<file path="config.mk">
export PLATFORM = sky130hd
export DESIGN_NAME = mem_ctrl
export DESIGN_NICKNAME = d
export VERILOG_FILES = /design/src/rtl/mem_ctrl_pkg.sv /design/src/rtl/mem_ctrl.sv
export SDC_FILE = /design/constraint.sdc
export NUM_CORES = 1
export LEC_CHECK = 0
export ABC_AREA = 1
export CORE_ASPECT_RATIO = 0.75
export CORE_MARGIN = 2
export CORE_UTILIZATION = 45
export DETAILED_ROUTE_END_ITERATION = 8
export PLACE_DENSITY_LB_ADDON = 0.15
export SLEW_MARGIN = 20
export SYNTH_ARGS = -nofsm -noshare
export SYNTH_HDL_FRONTEND = slang
export SYNTH_SLANG_ARGS = --single-unit
</file>
<file path="constraint.sdc">
create_clock -name clk -period 3.45 [get_ports clk]
set_clock_uncertainty 0.15 [all_clocks]
set_input_delay 0.5175 -clock clk [delete_from_list [all_inputs] [get_ports clk]]
set_output_delay 0.5175 -clock clk [all_outputs]
set_load 0.05 [all_outputs]
</file>
<file path="src/rtl/mem_ctrl_pkg.sv">
// Shared types and constants for the memory controller: FSM states,
// access-size encodings, and the default IO region tag.
package mem_ctrl_pkg;

    typedef enum logic [1:0] {
        IDLE   = 2'd0,
        IFETCH = 2'd1,
        LOAD   = 2'd2,
        STORE  = 2'd3
    } state_t;

    localparam logic [1:0] SIZE_B = 2'd0;
    localparam logic [1:0] SIZE_H = 2'd1;
    localparam logic [1:0] SIZE_W = 2'd2;

    localparam logic [1:0] IO_REGION_HI = 2'b11;

    // Unused encoding 3 is treated as a full word.
    function automatic logic [2:0] size_to_bytes(input logic [1:0] size);
        case (size)
            SIZE_B:  return 3'd1;
            SIZE_H:  return 3'd2;
            SIZE_W:  return 3'd4;
            default: return 3'd4;
        endcase
    endfunction

endpackage

</file>
<file path="src/rtl/mem_ctrl.sv">
// Arbitrates icache refills and LSB accesses onto a byte-wide synchronous RAM,
// serializing each access into per-byte cycles. Optional macro MEMCTRL_IO_STALL_EN
// stalls IO-region store bytes while the IO output buffer is full.
//
//   state  | meaning
//   IDLE   | waiting; LSB request has priority over icache
//   IFETCH | 4-byte instruction read, abortable by jump_wrong
//   LOAD   | 1/2/4-byte data read, zero-extended
//   STORE  | 1/2/4-byte data write, low byte first
module mem_ctrl
    import mem_ctrl_pkg::*;
#(
    parameter int         ADDR_W = 32,
    parameter logic [1:0] IO_HI  = IO_REGION_HI
) (
    input  logic              clk,
    input  logic              rst,
    input  logic              rdy,
    input  logic              icache_req,
    input  logic [31:0]       icache_addr,
    output logic              icache_valid,
    output logic [31:0]       icache_instr,
    input  logic              jump_wrong,
    input  logic              lsb_req,
    input  logic              lsb_wr,
    input  logic [1:0]        lsb_size,
    input  logic [31:0]       lsb_addr,
    input  logic [31:0]       lsb_wdata,
    output logic              lsb_done,
    output logic [31:0]       lsb_rdata,
    input  logic [7:0]        mem_din,
    output logic [7:0]        mem_dout,
    output logic [ADDR_W-1:0] mem_a,
    output logic              mem_wr,
    input  logic              io_buffer_full
);

    state_t            state_q, state_d;
    logic [ADDR_W-1:0] addr_q, addr_d, mem_a_d;
    logic [2:0]        n_q, n_d, cnt_q, cnt_d, cnt_inc, byte_idx;
    logic [31:0]       wdata_q, wdata_d, asm_q, asm_d, merged;
    logic [31:0]       instr_d, rdata_d;
    logic [7:0]        dout_d;
    logic              wr_q, wr_d, ivalid_d, done_d;
    logic              io_stall;

    assign cnt_inc  = cnt_q + 3'd1;
    // In a read, the byte on mem_din during count c belongs to position c-1.
    assign byte_idx = cnt_q - 3'd1;
    assign merged   = asm_q | (32'(mem_din) << {byte_idx[1:0], 3'b000});

`ifdef MEMCTRL_IO_STALL_EN
    assign io_stall = (state_q == STORE) && wr_q && (mem_a[17:16] == IO_HI) && io_buffer_full;
`else
    logic io_unused;
    assign io_stall  = 1'b0;
    assign io_unused = io_buffer_full | (IO_HI == 2'b00);
`endif

    assign mem_wr = wr_q & rdy & ~io_stall;

    always_ff @(posedge clk) begin
        if (rst) begin
            state_q <= IDLE;
        end else if (rdy) begin
            state_q <= state_d;
        end
    end

    always_comb begin
        state_d  = state_q;
        addr_d   = addr_q;
        n_d      = n_q;
        cnt_d    = cnt_q;
        wdata_d  = wdata_q;
        asm_d    = asm_q;
        mem_a_d  = mem_a;
        dout_d   = mem_dout;
        wr_d     = 1'b0;
        ivalid_d = 1'b0;
        done_d   = 1'b0;
        instr_d  = icache_instr;
        rdata_d  = lsb_rdata;

        case (state_q)
            IDLE: begin
                if (lsb_req) begin
                    state_d = lsb_wr ? STORE : LOAD;
                    addr_d  = ADDR_W'(lsb_addr);
                    mem_a_d = ADDR_W'(lsb_addr);
                    n_d     = size_to_bytes(lsb_size);
                    cnt_d   = 3'd0;
                    wdata_d = lsb_wdata;
                    asm_d   = 32'd0;
                    if (lsb_wr) begin
                        dout_d = lsb_wdata[7:0];
                        wr_d   = 1'b1;
                    end
                end else if (icache_req) begin
                    state_d = IFETCH;
                    addr_d  = ADDR_W'(icache_addr);
                    mem_a_d = ADDR_W'(icache_addr);
                    n_d     = 3'd4;
                    cnt_d   = 3'd0;
                    asm_d   = 32'd0;
                end
            end

            IFETCH, LOAD: begin
                if (state_q == IFETCH && jump_wrong) begin
                    state_d = IDLE;
                end else begin
                    cnt_d = cnt_inc;
                    if (cnt_q != 3'd0) asm_d = merged;
                    if (cnt_inc < n_q) mem_a_d = addr_q + ADDR_W'(cnt_inc);
                    if (cnt_q == n_q) begin
                        state_d = IDLE;
                        if (state_q == IFETCH) begin
                            ivalid_d = 1'b1;
                            instr_d  = merged;
                        end else begin
                            done_d  = 1'b1;
                            rdata_d = merged;
                        end
                    end
                end
            end

            STORE: begin
                if (io_stall) begin
                    wr_d = 1'b1;
                end else if (cnt_inc < n_q) begin
                    cnt_d   = cnt_inc;
                    mem_a_d = addr_q + ADDR_W'(cnt_inc);
                    dout_d  = 8'(wdata_q >> {cnt_inc[1:0], 3'b000});
                    wr_d    = 1'b1;
                end else begin
                    state_d = IDLE;
                    done_d  = 1'b1;
                end
            end

            default: state_d = IDLE;
        endcase
    end

    always_ff @(posedge clk) begin
        if (rst) begin
            addr_q       <= '0;
            n_q          <= 3'd0;
            cnt_q        <= 3'd0;
            wdata_q      <= 32'd0;
            asm_q        <= 32'd0;
            mem_a        <= '0;
            mem_dout     <= 8'd0;
            wr_q         <= 1'b0;
            icache_valid <= 1'b0;
            lsb_done     <= 1'b0;
            icache_instr <= 32'd0;
            lsb_rdata    <= 32'd0;
        end else if (rdy) begin
            addr_q       <= addr_d;
            n_q          <= n_d;
            cnt_q        <= cnt_d;
            wdata_q      <= wdata_d;
            asm_q        <= asm_d;
            mem_a        <= mem_a_d;
            mem_dout     <= dout_d;
            wr_q         <= wr_d;
            icache_valid <= ivalid_d;
            lsb_done     <= done_d;
            icache_instr <= instr_d;
            lsb_rdata    <= rdata_d;
        end
    end

endmodule

</file>
# Word level (Yosys, flattened, before mapping)
# Cells that the tools add are included.
dict set report word_totals {
  ff_bits 211
  in_bits 114
  out_inout_bits 107
  wordCells 95
}
dict set report op_classes {
  add_sub_neg 3
  magnitude_cmp 1
  n_eq_ne 13
  n_shift 2
  n_mux 42
  bitwise_logic 4
  n_reduce_logical 17
}
# op count
set op_table {}
lappend op_table {{32-bit 2-to-1 mux} 8}
lappend op_table {{32-bit one-hot mux with 3 select lines} 1}
lappend op_table {{32-bit one-hot mux with 2 select lines} 1}
lappend op_table {{32-bit by 3-bit adder with 32-bit output} 1}
lappend op_table {{32-bit bitwise OR} 1}
lappend op_table {{8-bit by 5-bit << shifter with 32-bit output} 1}
lappend op_table {{32-bit by 5-bit right shift with 8-bit output} 1}
lappend op_table {{8-bit 2-to-1 mux} 3}
lappend op_table {{5-bit AND reduction} 4}
lappend op_table {{3-bit 2-to-1 mux} 6}
lappend op_table {{8-bit one-hot mux with 2 select lines} 1}
lappend op_table {{1-bit 2-to-1 mux} 12}
lappend op_table {{2-bit inequality test (second input constant)} 6}
lappend op_table {{2-bit 2-to-1 mux} 5}
lappend op_table {{3-bit one-hot mux with 3 select lines} 1}
lappend op_table {{3-bit AND reduction} 3}
lappend op_table {{4-bit AND reduction} 2}
lappend op_table {{3-bit inequality test (second input constant)} 2}
lappend op_table {{2-bit one-hot mux with 3 select lines} 1}
lappend op_table {{3-bit one-hot mux with 2 select lines} 1}
lappend op_table {{2-bit nonzero test} 3}
lappend op_table {{2-bit by 1-bit equality test with 1-bit output (second input constant)} 2}
lappend op_table {{2-bit equality test (second input constant)} 2}
lappend op_table {{2-bit zero test} 2}
lappend op_table {{10 further kinds} 12}

# Depth between registers and ports, before layout
# Gate-level depths: netlist (run 1).
dict set report depth {
  ltp_word 6
  ltp_mapped 18
  depth_no_buf 15
}

# Worst setup path before layout (run 1)
# Ideal clock, no wire load.
dict set report synth_path {
  kind {reg-to-reg}
  from {register cnt_q[0]}
  to {register mem_a[20]}
  setup_ps 109
  arrival_ps 3004
  required_time_ps 3191
  slack_ps 187
  stages_incl_launch_ff 18
  cell_sequence {dfxtp_1 > clkinv_1 > buf_2 > ha_1 > buf_2 > clkinv_1 > clkbuf_1 > fa_1 > inv_1 > nand2_1 > nand2_1 > nand2_1 > nor2_1 > nand3_1 > nand3_1 > nand3_1 > nand2_1 > inv_1}
}
dict set report synth_via {
  elab_chain_cells 5
  elab_cells_between_ends 6
  classes_between {add/sub (2); order compare (1); mux (3)}
}
# item line_no
set synth_rtl {}
lappend synth_rtl {{start, declared} mem_ctrl.sv:40} ;# logic [2:0] n_q, n_d, cnt_q, cnt_d, cnt_inc, byte_idx;
lappend synth_rtl {{start signal, assigned} mem_ctrl.sv:164} ;# cnt_q <= cnt_d;
lappend synth_rtl {{3-bit by 1-bit adder with 3-bit output *} mem_ctrl.sv:47} ;# assign cnt_inc = cnt_q + 3'd1;
lappend synth_rtl {{32-bit by 3-bit adder with 32-bit output or 3-bit less-than comparator (tied branches)} {mem_ctrl.sv:115, mem_ctrl.sv:134, mem_ctrl.sv:132}}
lappend synth_rtl {{32-bit 2-to-1 mux *} {mem_ctrl.sv:115, mem_ctrl.sv:132}}
lappend synth_rtl {{32-bit 2-to-1 mux} mem_ctrl.sv:110} ;# if (state_q == IFETCH && jump_wrong) begin
lappend synth_rtl {{32-bit one-hot mux with 3 select lines *} mem_ctrl.sv:85} ;# case (state_q)
lappend synth_rtl {{end signal, assigned} mem_ctrl.sv:167} ;# mem_a <= mem_a_d;
lappend synth_rtl {{end, declared} mem_ctrl.sv:33} ;# output logic [ADDR_W-1:0] mem_a,
# Every way passes the cells marked *; elsewhere a longest branch is shown, timed or not. The select of a mux whose other input is x is not followed.
# A chain may end at the register's enable or synchronous reset.

# Final worst setup path (run 1)
# Ends and elaborated chain as after synthesis.

==> results of run 1 <==
-- power by group through the flow --
stage / Clock [mW] / Sequential (mW) / Combinational (mW)
2_1_floorplan: 0 / 4.38 / 2.76
3_3_place_gp: 0 / 3.35 / 5.33
3_5_place_dp: 0 / 3.36 / 5.38
4_1_cts: 2.55 / 3.32 / 5.41
5_1_grt: 2.66 / 3.38 / 5.89
6_report: 2.52 / 3.32 / 5.40
-- state kept, by name, summed over array words and instances, names as in the netlist --
register	flops
mem_dout	8
icache_valid	1
wr_q	1
state_q	2
asm_q	32
icache_instr	32
lsb_rdata	32
n_q	3
mem_a	32
cnt_q	3
lsb_done	1
addr_q	32
wdata_q	32
-- layer usage --
| metal | routed length (um) | up-vias | share of wire | track usage |
|---|---|---|---|---|
| met4 | 538 | 0 | 0.017 | 0.05464 |
| met3 | 2174 | 39 | 0.071 | 0.04110 |
| met1 | 15100 | 4753 | 0.49 | 0.3861 |
| li1 | - | 5174 | - | - |
| met2 | 12930 | 338 | 0.42 | 0.3783 |
| met5 | 0 | - | 0 | 0 |
-- Yosys cell counts, drive strengths merged --
| master | instances | share of area |
|---|---|---|
| nand2 | 372 | 0.14 |
| dfxtp | 211 | 0.42 |
| a21oi | 208 | 0.11 |
| nand3 | 144 | 0.072 |
| o21ai | 128 | 0.065 |
| inv | 120 | 0.045 |
| nor2 | 107 | 0.042 |
| clkbuf | 71 | 0.027 |
| o21bai | 32 | 0.024 |
| buf | 23 | 0.015 |
| a221oi | 12 | 0.010 |
| ha | 11 | 0.014 |
| a31oi | 7 | 0.0044 |
| a211oi | 4 | 0.0030 |
| xor2 | 4 | 0.0035 |
| clkinv | 2 | 0.00075 |
| o211ai | 2 | 0.0025 |
| a21o | 1 | 0.00075 |
| a22oi | 1 | 0.00075 |
| fa | 1 | 0.0020 |
| mux2i | 1 | 0.0010 |
| nand4 | 1 | 0.00062 |
| nor3 | 1 | 0.00050 |
-- kinds of logic (layout without fill, tap and decap cells) --
family / Yosys count / after routing / share of synthesized area
flops: 211 / 211 / 0.4205
compound gates: 395 / 395 / 0.2154
buf+inv: 216 / 404 / 0.08782
fa+ha+maj: 12 / 12 / 0.01569
mux: 1 / 1 / 0.0009966
xor+xnor: 4 / 4 / 0.003487
simple gates: 625 / 625 / 0.2561
-- area by class of cell --
type / instances / area [sq um] / area share
inverter: 122 / 460.4 / 0.03505
multi-input combinational: 1037 / 4941 / 0.3761
tap: 294 / 367.9 / 0.02800
clock inverter: 8 / 121.4 / 0.009239
clock buffer: 32 / 649.4 / 0.04943
sequential: 211 / 4224 / 0.3216
timing repair buffer: 242 / 2372 / 0.1806
-- worst min-delay path by stage --
stage             startpoint            end  slack (ns)
2_1_floorplan     wdata_q[0]     wdata_q[0]        0.28
3_3_place_gp    lsb_rdata[2]   lsb_rdata[2]        0.28
3_5_place_dp   lsb_rdata[28]  lsb_rdata[28]        0.29
4_1_cts        lsb_rdata[28]  lsb_rdata[28]        0.30
5_1_grt        lsb_rdata[28]  lsb_rdata[28]        0.31
6_report       lsb_rdata[23]  lsb_rdata[23]        0.29
-- worst max-delay path: cells and delay by family, from the launching register on --
kind / cells / cell delay [ns]
buffers and inverters: 4 / 0.32
adders and majority gates: 2 / 0.73
DFF: 1 / 0.40
and+or+nand+nor: 8 / 1.29
==> flow_metrics.env, run 1 <==
export IMPL_synth_cells=1464
export IMPL_synthesis_area_per_instance_sq_um=6.861
export IMPL_synth_seq_area_share=0.4205
export IMPL_fin_util=0.5973
export IMPL_timing_rr_start="cnt_q[0]"
export IMPL_p_per_area_mw_per_mm2=856.2
export IMPL_fp_row_count=47
export IMPL_max_vdd_ir_drop_uv=638.1
export IMPL_first_global_vias=9312
export IMPL_cp_endpoint="mem_a[20]"
export IMPL_nFillCells=2130
export IMPL_final_min_clock_period_ns=2.990
export IMPL_count_of_final_setup_violators=0
export IMPL_power_leakage_nw=4.884
export IMPL_syn_nets=1590
export IMPL_cts_hold_buffers_added=0
export IMPL_clock_insertion_delay_worst_skew_ns=0.51
export IMPL_post_cts_setup_buffer_count=0
export IMPL_path_clk_slew_ns=0.06
export IMPL_critPathCaptureType="flip-flop"
export IMPL_grt_max_degree=89
export IMPL_layout_commonest_cell="sky130_fd_sc_hd__nand2_1"
export IMPL_nNetsFinal=1762
export IMPL_internal_power_mw=6.115
export IMPL_slowest_delay_ns=0.52
export IMPL_core_area_sq_mm=0.02199
export IMPL_ant_nets=0
export IMPL_crit_path_frequent_cell="sky130_fd_sc_hd__nand2_1"
export IMPL_hold_slack_ns=0.2913
export IMPL_antenna_cells=0
export IMPL_power_net_switching_mw=5.133
export IMPL_ys_warn_count=0
export IMPL_timing_rr_end="mem_a[20]"
export IMPL_drt_iter0_drc=913
export IMPL_max_slew_margin=0.3619
export IMPL_wirelength_um=30750
export IMPL_post_cts_resized=0
export IMPL_worst_slew_pin_slew_ns=0.9571
export IMPL_combPwrFrac=0.480
export IMPL_cp_cell_sequence="clkinv_1, ha_1, clkinv_1, fa_1, inv_1, nand2_1, nand2_1, nand2_1, nor2_1, nand3_1, nand3_1, nand3_1, nand2_1, inv_1"
export IMPL_half_perimeter_wire_length_after_detailed_placement_um=21420
export IMPL_reg2reg_setup_slack_ns=0.46
export IMPL_ctsRootBufferMaster="sky130_fd_sc_hd__clkbuf_16"
export IMPL_crit_path_start="cnt_q[0]"
export IMPL_gr_total_overflow=0
export IMPL_max_cap_violations=0
export IMPL_clkSinkCount=211
export IMPL_finalWorstSetupSlack_ns=0.4604
export IMPL_vias_per_cell=5.295
export IMPL_synth_distinct_cells=37
export IMPL_clkPwrFrac=0.224
export IMPL_run_status="finished clean"
export IMPL_final_hold_violation_count=0
export IMPL_timing_fmax_ghz=0.3345
export IMPL_min_delay_path_class="flip-flop to flip-flop"
export IMPL_crit_slowest_cell="sky130_fd_sc_hd__nor2_1"
export IMPL_place_ws_ns=0.5146
export IMPL_power_frac_seq=0.295
export IMPL_vert_die_dim_um=133.4
export IMPL_fp_dieW_um=176.5
export IMPL_ios=221
export IMPL_fin_cells=1946
export IMPL_report_power_total_mw=11.25
export IMPL_switching_fraction=0.4563
export IMPL_register_to_register_path_depth=14
export IMPL_crit_path_category="flip-flop to flip-flop"
export IMPL_die_area_sq_mm=0.02354
export IMPL_grt_pass1_wl_um=48890
export IMPL_floorplan_initialDensity=0.4567
export IMPL_launching_element_type_of_the_critical_path="flip-flop"
export IMPL_finalSetupTns_ns=0
export IMPL_synth_ff_latch_count=211
export IMPL_drc=0
export IMPL_dpl_cell_area_sq_mm=0.01237
export IMPL_place_congestion=0.9167
export IMPL_final_cell_mix="sky130_fd_sc_hd__nand2_1 (368), sky130_fd_sc_hd__clkdlybuf4s50_1 (217), sky130_fd_sc_hd__dfxtp_1 (211)"
export IMPL_buffer_ports_inserted=219
export IMPL_min_delay_path_depth=2
export IMPL_timing_final_crit_share=0.8666
export IMPL_cts_inserted_buffers=22
export IMPL_cts_buffer_depth=3
export IMPL_cp_max_fo=7
export IMPL_cts_tree="done"
export IMPL_areaGrowthSynthToFinish_pct=30.78
export IMPL_mappedNetlistArea_sq_mm=0.01004
export IMPL_grtUsageTotal=0.2546
export IMPL_timing_final_max_slew_violations=0
export IMPL_drive_above_1_share=0.04964
export IMPL_wire_per_inst_um=15.80
export IMPL_worstPathRequired_ns=3.71
export IMPL_vias=10300
export IMPL_dp_cells=1906
export IMPL_setup_repair_after_global_routing_missed_its_margin="no"
export IMPL_drt_pre_antenna_iters=5
export IMPL_post_route_cell_area_sq_mm=0.01314
export IMPL_grt_antenna_before_repair=0
export IMPL_arrival_ns=3.25
export IMPL_htree_levels=1
Power figures use the tool's default switching activity.
==> inputs of run 2 (changes only) <==
--- a/config.mk
+++ b/config.mk
@@ -10,7 +10,7 @@
 export CORE_MARGIN = 2
 export CORE_UTILIZATION = 45
 export DETAILED_ROUTE_END_ITERATION = 8
-export PLACE_DENSITY_LB_ADDON = 0.15
+export PLACE_DENSITY = 0.85
 export SLEW_MARGIN = 20
 export SYNTH_ARGS = -nofsm -noshare
 export SYNTH_HDL_FRONTEND = slang
==> run 2 against run 1 <==
Sequential share of layout area is 0.067 points lower. Count of clock-buffer cells in the layout is 1 lower. Via count is 2.6% higher. Die area stayed put.
==> flow_metrics.env, run 2 (synthesis gave the netlist of run 1 again) <==
export IMPL_cts_inserted_buffers=23
export IMPL_ios=221
export IMPL_setup_repair_after_global_routing_missed_its_margin="no"
export IMPL_cp_depth=13
export IMPL_grt_max_degree=65
export IMPL_arrival_ns=3.22
export IMPL_areaGrowthSynthToFinish_pct=31.05
export IMPL_min_delay_path_class="flip-flop to flip-flop"
export IMPL_register_to_register_path_depth=13
export IMPL_clkSinkCount=211
export IMPL_wire_per_inst_um=16.33
export IMPL_floorplan_initialDensity=0.4567
export IMPL_post_cts_setup_buffer_count=0
export IMPL_count_of_final_setup_violators=0
export IMPL_timing_final_crit_share=0.8590
export IMPL_max_slew_margin=0.5812
export IMPL_worst_slew_pin_slew_ns=0.6273
export IMPL_place_ws_ns=0.5328
export IMPL_p_per_area_mw_per_mm2=855.7
export IMPL_crit_path_frequent_cell="sky130_fd_sc_hd__nand2_1"
export IMPL_fp_dieW_um=176.5
export IMPL_switching_fraction=0.4597
export IMPL_finalSetupTns_ns=0
export IMPL_cts_buffer_depth=3
export IMPL_launching_element_type_of_the_critical_path="flip-flop"
export IMPL_vias_per_cell=5.422
export IMPL_ant_nets=0
export IMPL_finalWorstSetupSlack_ns=0.4865
export IMPL_report_power_total_mw=11.26
export IMPL_combPwrFrac=0.483
export IMPL_first_global_vias=9809
export IMPL_buffer_ports_inserted=219
export IMPL_nNetsFinal=1765
export IMPL_crit_slowest_cell="sky130_fd_sc_hd__nor2_1"
export IMPL_max_cap_violations=0
export IMPL_post_cts_resized=0
export IMPL_place_congestion=0.9234
export IMPL_ctsRootBufferMaster="sky130_fd_sc_hd__clkbuf_16"
export IMPL_cp_max_fo=34
export IMPL_power_frac_seq=0.295
export IMPL_grt_pass1_wl_um=50220
export IMPL_drt_iter0_drc=1224
export IMPL_antenna_cells=0
export IMPL_worstPathRequired_ns=3.71
export IMPL_max_vdd_ir_drop_uv=400.0
export IMPL_drive_above_1_share=0.05257
export IMPL_fp_row_count=47
export IMPL_final_min_clock_period_ns=2.963
export IMPL_cts_hold_buffers_added=0
export IMPL_final_cell_mix="sky130_fd_sc_hd__nand2_1 (368), sky130_fd_sc_hd__clkdlybuf4s50_1 (217), sky130_fd_sc_hd__dfxtp_1 (211)"
export IMPL_cts_tree="done"
export IMPL_half_perimeter_wire_length_after_detailed_placement_um=22380
export IMPL_path_clk_slew_ns=0.06
export IMPL_wirelength_um=31820
export IMPL_final_hold_violation_count=0
export IMPL_vert_die_dim_um=133.4
export IMPL_crit_path_category="flip-flop to flip-flop"
export IMPL_die_area_sq_mm=0.02354
export IMPL_min_delay_path_depth=2
export IMPL_drc=0
export IMPL_timing_fmax_ghz=0.3374
export IMPL_layout_commonest_cell="sky130_fd_sc_hd__nand2_1"
export IMPL_core_area_sq_mm=0.02199
export IMPL_internal_power_mw=6.086
export IMPL_cp_cell_sequence="buf_4, ha_1, xor2_1, ha_1, inv_1, nand2_1, nand2_1, nor2_1, nor2_1, o21ai_0, nand3_1, nand2_1, inv_1"
export IMPL_grtUsageTotal=0.2625
export IMPL_path_buf_inv=3
export IMPL_cpLargestDelayFamily="simple AND/OR/NAND/NOR gates"
export IMPL_slowest_delay_ns=0.45
export IMPL_clock_insertion_delay_worst_skew_ns=0.51
export IMPL_htree_levels=1
export IMPL_clkPwrFrac=0.222
export IMPL_critPathCaptureType="flip-flop"
export IMPL_drt_pre_antenna_iters=5
export IMPL_vias=10570
export IMPL_run_status="finished clean"
export IMPL_gr_total_overflow=0
export IMPL_power_leakage_nw=4.906
export IMPL_power_net_switching_mw=5.178
export IMPL_timing_final_max_slew_violations=0
export IMPL_grt_antenna_before_repair=0
==> run 2: cell types whose count changed in the layout (fill, tap and decap cells not counted), sizes merged <==
cell,change
bufinv,-1
inv,+1
buf,+2
clkinv,+3
clkbuf,-1
clkinvlp,-1
==> run 2: path summary, 6_finish.rpt <==
path / start / end / slack, ns
hold / removal: lsb_rdata[5] / lsb_rdata[5] / 0.29
hold reg to reg: lsb_rdata[5] / lsb_rdata[5] / 0.29
setup / recovery: cnt_q[0] / mem_a[11] / 0.49
setup reg to reg: cnt_q[0] / mem_a[11] / 0.49
==> run 2: layout make-up <==
| class | instances | area [sq um] |
|---|---|---|
| Fill cell | 1958 | 8830 |
| Multi-Input combinational cell | 1037 | 4941 |
| Sequential cell | 211 | 4224 |
| Timing Repair Buffer | 244 | 2400 |
| Clock buffer | 31 | 655.6 |
| Inverter | 122 | 460.4 |
| Tap cell | 294 | 367.9 |
| Clock inverter | 10 | 115.1 |
==> run 2: power groups by stage <==
stage	Combinational [mW]	Sequential, mW	Clock, mW
2_1_floorplan	2.76	4.38	0
3_3_place_gp	5.28	3.34	0
3_5_place_dp	5.36	3.36	0
4_1_cts	5.40	3.32	2.53
5_1_grt	5.87	3.38	2.65
6_report	5.44	3.32	2.50
==> run 2: layer usage <==
| metal | global-route usage | share of wire |
|---|---|---|
| met5 | 0 | 0 |
| met4 | 0.05510 | 0.018 |
| met3 | 0.04852 | 0.094 |
| met2 | 0.3997 | 0.43 |
| met1 | 0.3868 | 0.46 |
==> run 2: tightest hold or removal path, delay by kind of cell (launching register included) <==
family / cells / cell delay, ns
flip-flops: 1 / 0.31
AO/OA/AOI/OAI: 1 / 0.05
buffers and inverters: 1 / 0.04
==> run 2: metrics by stage <==
stage	cell area, sq um	util	std cells	hold slack, ns
after floorplan	10040	-	1464	0.2797
after global placement	12390	0.5635	1908	0.2825
after detailed placement	12390	0.5635	1908	0.2861
after CTS	13160	0.5985	1949	0.2942
after global routing	13160	0.5985	1949	0.3107
final	13160	0.5985	1949	0.2919
==> inputs of run 3 (changes only) <==
--- a/config.mk
+++ b/config.mk
@@ -15,3 +15,4 @@
 export SYNTH_ARGS = -nofsm -noshare
 export SYNTH_HDL_FRONTEND = slang
 export SYNTH_SLANG_ARGS = --single-unit
+export TNS_END_PERCENT = 5
==> results of run 3 <==
No change in the layout: final DEF, timing and power equal those of run 2.
